**src/rtl/game_sequencer.sv**
```systemverilog
// ---------------------------------------------------------------------------
// game_sequencer
//   Top-level controller for Flappy Bricks. It owns the IDLE/PLAY/OVER state
//   machine and the free-running tick that paces motion. It also debounces
//   the jump button, ramps pipe speed during play and keeps the BCD score.
//
//   Ports:
//     clk        system clock
//     rst        synchronous, active-high reset
//     up         raw jump button (asynchronous)
//     pass       datapath level, high while the bird clears a pipe
//     hit        datapath level, collision / floor contact
//     tick       one-clk pulse every TICK_DIV cycles
//     flap       one-clk pulse on an accepted press (IDLE->PLAY or in PLAY)
//     game_run   high in PLAY
//     game_over  high in OVER
//     speed      pipe step per tick
//     score      two-digit BCD score
//     hiscore    BCD best score
//
//   Build option: define GAME_SEQ_HISCORE_EN to keep a best-score register.
//   Without it, hiscore is tied to 0x00.
// ---------------------------------------------------------------------------
module game_sequencer #(
   parameter int         TICK_DIV    = 1048576,
   parameter int         DB_CYCLES   = 65536,
   parameter int         LEVEL_TICKS = 512,
   parameter int         OVER_TICKS  = 100,
   parameter logic [3:0] SPEED_INIT  = 4'd8
) (
   input  logic       clk,
   input  logic       rst,
   input  logic       up,
   input  logic       pass,
   input  logic       hit,
   output logic       tick,
   output logic       flap,
   output logic       game_run,
   output logic       game_over,
   output logic [3:0] speed,
   output logic [7:0] score,
   output logic [7:0] hiscore
);

   localparam int TW  = (TICK_DIV    > 1) ? $clog2(TICK_DIV)    : 1;
   localparam int DBW = (DB_CYCLES   > 1) ? $clog2(DB_CYCLES)   : 1;
   localparam int LW  = (LEVEL_TICKS > 1) ? $clog2(LEVEL_TICKS) : 1;
   localparam int OW  = $clog2(OVER_TICKS + 1);

   typedef enum logic [1:0] {
      IDLE = 2'd0,
      PLAY = 2'd1,
      OVER = 2'd2
   } state_t;

   state_t state, state_nxt;

   // ---------------- button path ----------------
   logic           up_s1, up_s2, up_db, up_db_d;
   logic [DBW-1:0] db_cnt;
   logic           press;

   // db_cnt counts consecutive synchronized samples that disagree with
   // up_db; any agreeing sample restarts the run.
   always_ff @(posedge clk) begin
      if (rst) begin
         up_s1   <= 1'b0;
         up_s2   <= 1'b0;
         up_db   <= 1'b0;
         up_db_d <= 1'b0;
         db_cnt  <= '0;
      end else begin
         up_s1   <= up;
         up_s2   <= up_s1;
         up_db_d <= up_db;
         if (up_s2 == up_db) begin
            db_cnt <= '0;
         end else if (db_cnt == DBW'(DB_CYCLES - 1)) begin
            up_db  <= up_s2;
            db_cnt <= '0;
         end else begin
            db_cnt <= db_cnt + 1'b1;
         end
      end
   end

   assign press = up_db & ~up_db_d;

   // ---------------- tick ----------------
   logic [TW-1:0] tcnt;

   always_ff @(posedge clk) begin
      if (rst)                           tcnt <= '0;
      else if (tcnt == TW'(TICK_DIV - 1)) tcnt <= '0;
      else                               tcnt <= tcnt + 1'b1;
   end

   assign tick = (tcnt == TW'(TICK_DIV - 1));

   // ---------------- FSM ----------------
   logic [OW-1:0] ocnt;
   logic          over_done;
   logic          start, play_ok, ending;

   assign over_done = (ocnt >= OW'(OVER_TICKS));
   assign start     = (state == IDLE) & press;
   assign play_ok   = (state == PLAY) & ~hit;   // hit pre-empts all PLAY work
   assign ending    = (state == PLAY) &  hit;

   always_ff @(posedge clk) begin
      if (rst) state <= IDLE;
      else     state <= state_nxt;
   end

   always_comb begin
      state_nxt = state;
      case (state)
         IDLE:    if (press)             state_nxt = PLAY;
         PLAY:    if (hit)               state_nxt = OVER;
         OVER:    if (press && over_done) state_nxt = IDLE;
         default:                        state_nxt = IDLE;
      endcase
   end

   assign game_run  = (state == PLAY);
   assign game_over = (state == OVER);

   // ---------------- score / speed / over timer ----------------
   logic          pass_q, pass_rise;
   logic [LW-1:0] lvl;

   assign pass_rise = pass & ~pass_q;

   function automatic logic [7:0] bcd_inc(input logic [7:0] v);
      logic [7:0] r;
      if (v == 8'h99)          r = v;
      else if (v[3:0] == 4'd9) r = {v[7:4] + 4'd1, 4'd0};
      else                     r = {v[7:4], v[3:0] + 4'd1};
      return r;
   endfunction

   always_ff @(posedge clk) begin
      if (rst) begin
         pass_q <= 1'b0;
         flap   <= 1'b0;
         score  <= 8'h00;
         speed  <= SPEED_INIT;
         lvl    <= '0;
         ocnt   <= '0;
      end else begin
         // pass_q tracks in every state so a level held into PLAY never scores
         pass_q <= pass;
         flap   <= start | (play_ok & press);
         if (start) begin
            score <= 8'h00;
            speed <= SPEED_INIT;
            lvl   <= '0;
         end else if (play_ok) begin
            if (pass_rise) score <= bcd_inc(score);
            if (tick) begin
               if (lvl == LW'(LEVEL_TICKS - 1)) begin
                  lvl <= '0;
                  if (speed != 4'hF) speed <= speed + 4'd1;
               end else begin
                  lvl <= lvl + 1'b1;
               end
            end
         end
         if (ending)                                   ocnt <= '0;
         else if ((state == OVER) && tick && !over_done) ocnt <= ocnt + 1'b1;
      end
   end

   // ---------------- best score ----------------
`ifdef GAME_SEQ_HISCORE_EN
   logic [7:0] hi_q;

   // Packed BCD orders the same as its value, so a plain compare works.
   always_ff @(posedge clk) begin
      if (rst)                         hi_q <= 8'h00;
      else if (ending && score > hi_q) hi_q <= score;
   end

   assign hiscore = hi_q;
`else
   assign hiscore = 8'h00;
`endif

endmodule
```
**config.mk**
```make
export PLATFORM = sky130hd
export DESIGN_NAME = game_sequencer
export DESIGN_NICKNAME = d
export VERILOG_FILES = /design/src/rtl/game_sequencer.sv
export SDC_FILE = /design/constraint.sdc
export NUM_CORES = 1
export LEC_CHECK = 0
export CAP_MARGIN = 20
export CORE_MARGIN = 2
export CORE_UTILIZATION = 25
export CTS_CLUSTER_DIAMETER = 60
export CTS_CLUSTER_SIZE = 8
export DETAILED_ROUTE_END_ITERATION = 6
export PLACE_DENSITY_LB_ADDON = 0.05
export SETUP_SLACK_MARGIN = 0.02
export SLEW_MARGIN = 20
export SYNTH_ARGS = -nofsm -noshare
export SYNTH_HDL_FRONTEND = slang
export SYNTH_SLANG_ARGS = --single-unit
```
**constraint.sdc**
```tcl
create_clock -name clk -period 3.2 [get_ports clk]
set_input_delay 0.64 -clock clk [delete_from_list [all_inputs] [get_ports clk]]
set_output_delay 0.64 -clock clk [all_outputs]
set_load 0.01 [all_outputs]
```
==> impl_metrics.tcl <==
set metrics [dict create \
    clock_latency_ps 330 \
    leakagePower_nw 1.333 \
    met1Wirelength_um 4238 \
    start_kind "register" \
    ys_warn_count 0 \
    route.met3.wl_um 276 \
    wire_per_inst_um 13.72 \
    whs_endpoint "up_s2$_SDFF_PP0_" \
    die_x_um 124.0 \
    final_area_mm2 0.004238 \
    path_clk_slew_ps 60 \
    period_share 0.9265 \
    antenna_found_initial 0 \
    maxUsedRoutingLayer "met4" \
    layout_min_cycle_time_ps 2965 \
    rsz0062_at_grt "false" \
    gp_congestion 0.7087 \
    viasPerCell 4.833 \
    wl_met2_um 4028 \
    async_flop_share 0 \
    maxSlewHeadroom 0.3683 \
    io_pins 29 \
    synth_area_leader_cell "dfxtp_1" \
    finalSetupTns_ps 0 \
    worst_pin_slew_ps 940.4 \
    h-tree-depth 3 \
    drtIter0Drc 131 \
    synthDominantCellAreaShare 0.4001 \
    path_max_fanout 8 \
    clock_skew_ps 5.141 \
    place_area_mm2 0.003968 \
    path_class "reg2out" \
    min_path_cells 1 \
    dieArea_mm2 0.01538 \
    grt_overflow 0 \
    area_growth_syn_to_layout_pct 17.64 \
    end_kind "output port" \
    ys.flop_type "dfxtp_1" \
    r2r_slack_ps 520 \
    hp-class "reg2reg" \
    grt_max_degree 20 \
    clockBufferDepth 2 \
    rr_worst_depth 9 \
    cp.arrival_ps 2320 \
    cts_tree "built" \
    yosysSeqAreaShare 0.4001 \
    min-delay-start "up_s1$_SDFF_PP0_" \
    drc 0 \
    core_area_mm2 0.01399 \
    multi_input_area_mm2 0.002014 \
    yosysMostFrequentCell "dfxtp_1" \
    synth_cell_types 53 \
    cts_setup_buffers 0 \
    synth-edff-count 0 \
    via_count 3035 \
    drt_pass1_iterations 6 \
    maxCapViolCount 0 \
    cts_buffers 9 \
    cts_resized 0 \
    start_util 0.2575 \
    nets 459 \
    cts-root-buf "clkbuf_16" \
    num_antenna_cells 0 \
    drive_gt1_frac 0.06027 \
    setup_viol 0 \
    routed_wl_um 8619 \
    dieHeight_um 124.0 \
    utilization 0.3030 \
    worstPathRequired_ps 2560 \
    regToRegEndpoint "speed[0]$_SDFFE_PP0P_" \
    track_usage 0.1221 \
    power_density_mw_per_mm2 452.2 \
    hpwl_um 6124 \
    maxSlewViolCount 0 \
    fillers 1492 \
    hold_viol 0 \
    grt_pass1_wl_um 14490 \
    row_count 43 \
    synth_common_cells "dfxtp_1 (72), nor2_1 (41), nand2_1 (34), nand3_1 (25), a21oi_1 (22)" \
    total_power_mw 1.916 \
    syn-instance-count 424 \
    fmax_mhz 337.3 \
    ys_top_cells_by_area "dfxtp_1 (40%), nor2_1 (4.3%), nand2_1 (3.5%)" \
    first_global_vias 2866 \
    vdd_drop_max_mv 0.2131 \
    ys_ff_latch 72 \
    synth_area_per_cell_um2 8.496 \
    cts-hold-fix-buffers 0 \
    netlist_area_mm2 0.003602 \
    regArea_mm2 0.001441 \
    rr_startpoint "lvl[0]$_SDFFE_PP0P_" \
    antenna_left 0 \
    status "finished clean" \
    portBuffers 20 \
    numClockSinks 72 \
]
## where the power goes
part	total, mW	switching, mW	internal, mW
sequential	0.907	0.00525	0.902
combinational	0.0468	0.0313	0.0155
clock	0.962	0.366	0.596
## logic make-up (layout without fill, tap and decap cells)
kind of cell	after synthesis	in the layout	share of synthesized area
XOR/XNOR	26	26	0.06322
adder cells (fa/ha/maj)	9	9	0.03126
flip-flops	72	72	0.4001
AND/OR/NAND/NOR	209	209	0.3223
AO/OA/AOI/OAI	63	63	0.1087
buffers and inverters	35	52	0.04793
multiplexers	9	9	0.02536
other	1	8	0.001041
## sequential cells by signal, summed over array words and instances, names as in the netlist
name	count
up_db	1
flap	1
ocnt	7
score	8
lvl	9
pass_q	1
up_db_d	1
up_s2	1
speed	4
up_s1	1
state	2
db_cnt	16
tcnt	20
## layer usage
metal / track usage / up-vias
met5: 0 / -
met4: 0.04003 / 0
met3: 0.03984 / 6
met2: 0.1951 / 46
met1: 0.1554 / 1412
li1: - / 1571
## final cells by class
type / count / area share
Inverter: 13 / 0.01151
Clock buffer: 13 / 0.05669
Sequential cell: 72 / 0.3401
Multi-Input combinational cell: 324 / 0.4753
Clock inverter: 1 / 0.007086
Timing Repair Buffer: 25 / 0.05610
Tap cell: 180 / 0.05314
## placed cells by master, fill, tap and decap left out, types with 5 or more instances in the layout
master           synthesis  routed
inv_1                   13      13
and2_1                   6       6
buf_4                    8       5
or4_1                    5       5
clkdlybuf4s50_1          0      20
nor4_1                  14      14
ha_1                     9       9
nor2b_1                  8       8
clkbuf_16                0       9
o211ai_1                 5       5
nor2_1                  41      41
nand3_1                 25      25
o21ai_0                 11      11
nand2_1                 34      34
nor3_1                  14      14
nand4_1                 15      15
conb_1                   1       8
nand4b_1                 6       6
xor2_1                  13      13
mux2i_1                  8       8
dfxtp_1                 72      72
xnor2_1                 13      13
and3_1                   6       6
a21oi_1                 22      22
or3_1                   10      10
o31ai_1                 10      10
## worst max-delay path: stages (launching register included)
cell             delay [ps]
dfxtp_1                 410
ha_1                    210
and3_1                  290
nand3_1                 300
nor2_1                  220
clkdlybuf4s50_1         560
## worst max path at each step
stage	from	end
after detailed placement	hit	score[7]$_SDFFE_PP0P_
after global routing	tcnt[0]$_SDFF_PP0_	tick
after global placement	hit	score[7]$_SDFFE_PP0P_
after CTS	tcnt[0]$_SDFF_PP0_	tick
final	tcnt[0]$_SDFF_PP0_	tick
after floorplan	lvl[0]$_SDFFE_PP0P_	speed[0]$_SDFFE_PP0P_
## through the flow
stage	setup WS, ps	hold WS [ps]	std cells
4_1_cts	174.4	440.7	628
6_report	235.1	435.6	628
2_1_floorplan	895.5	412.9	431
5_1_grt	25.40	451.2	628
3_5_place_dp	472.2	427.3	614
3_3_place_gp	551.9	428.2	614
No activity file was read; power rests on OpenSTA's default activity.
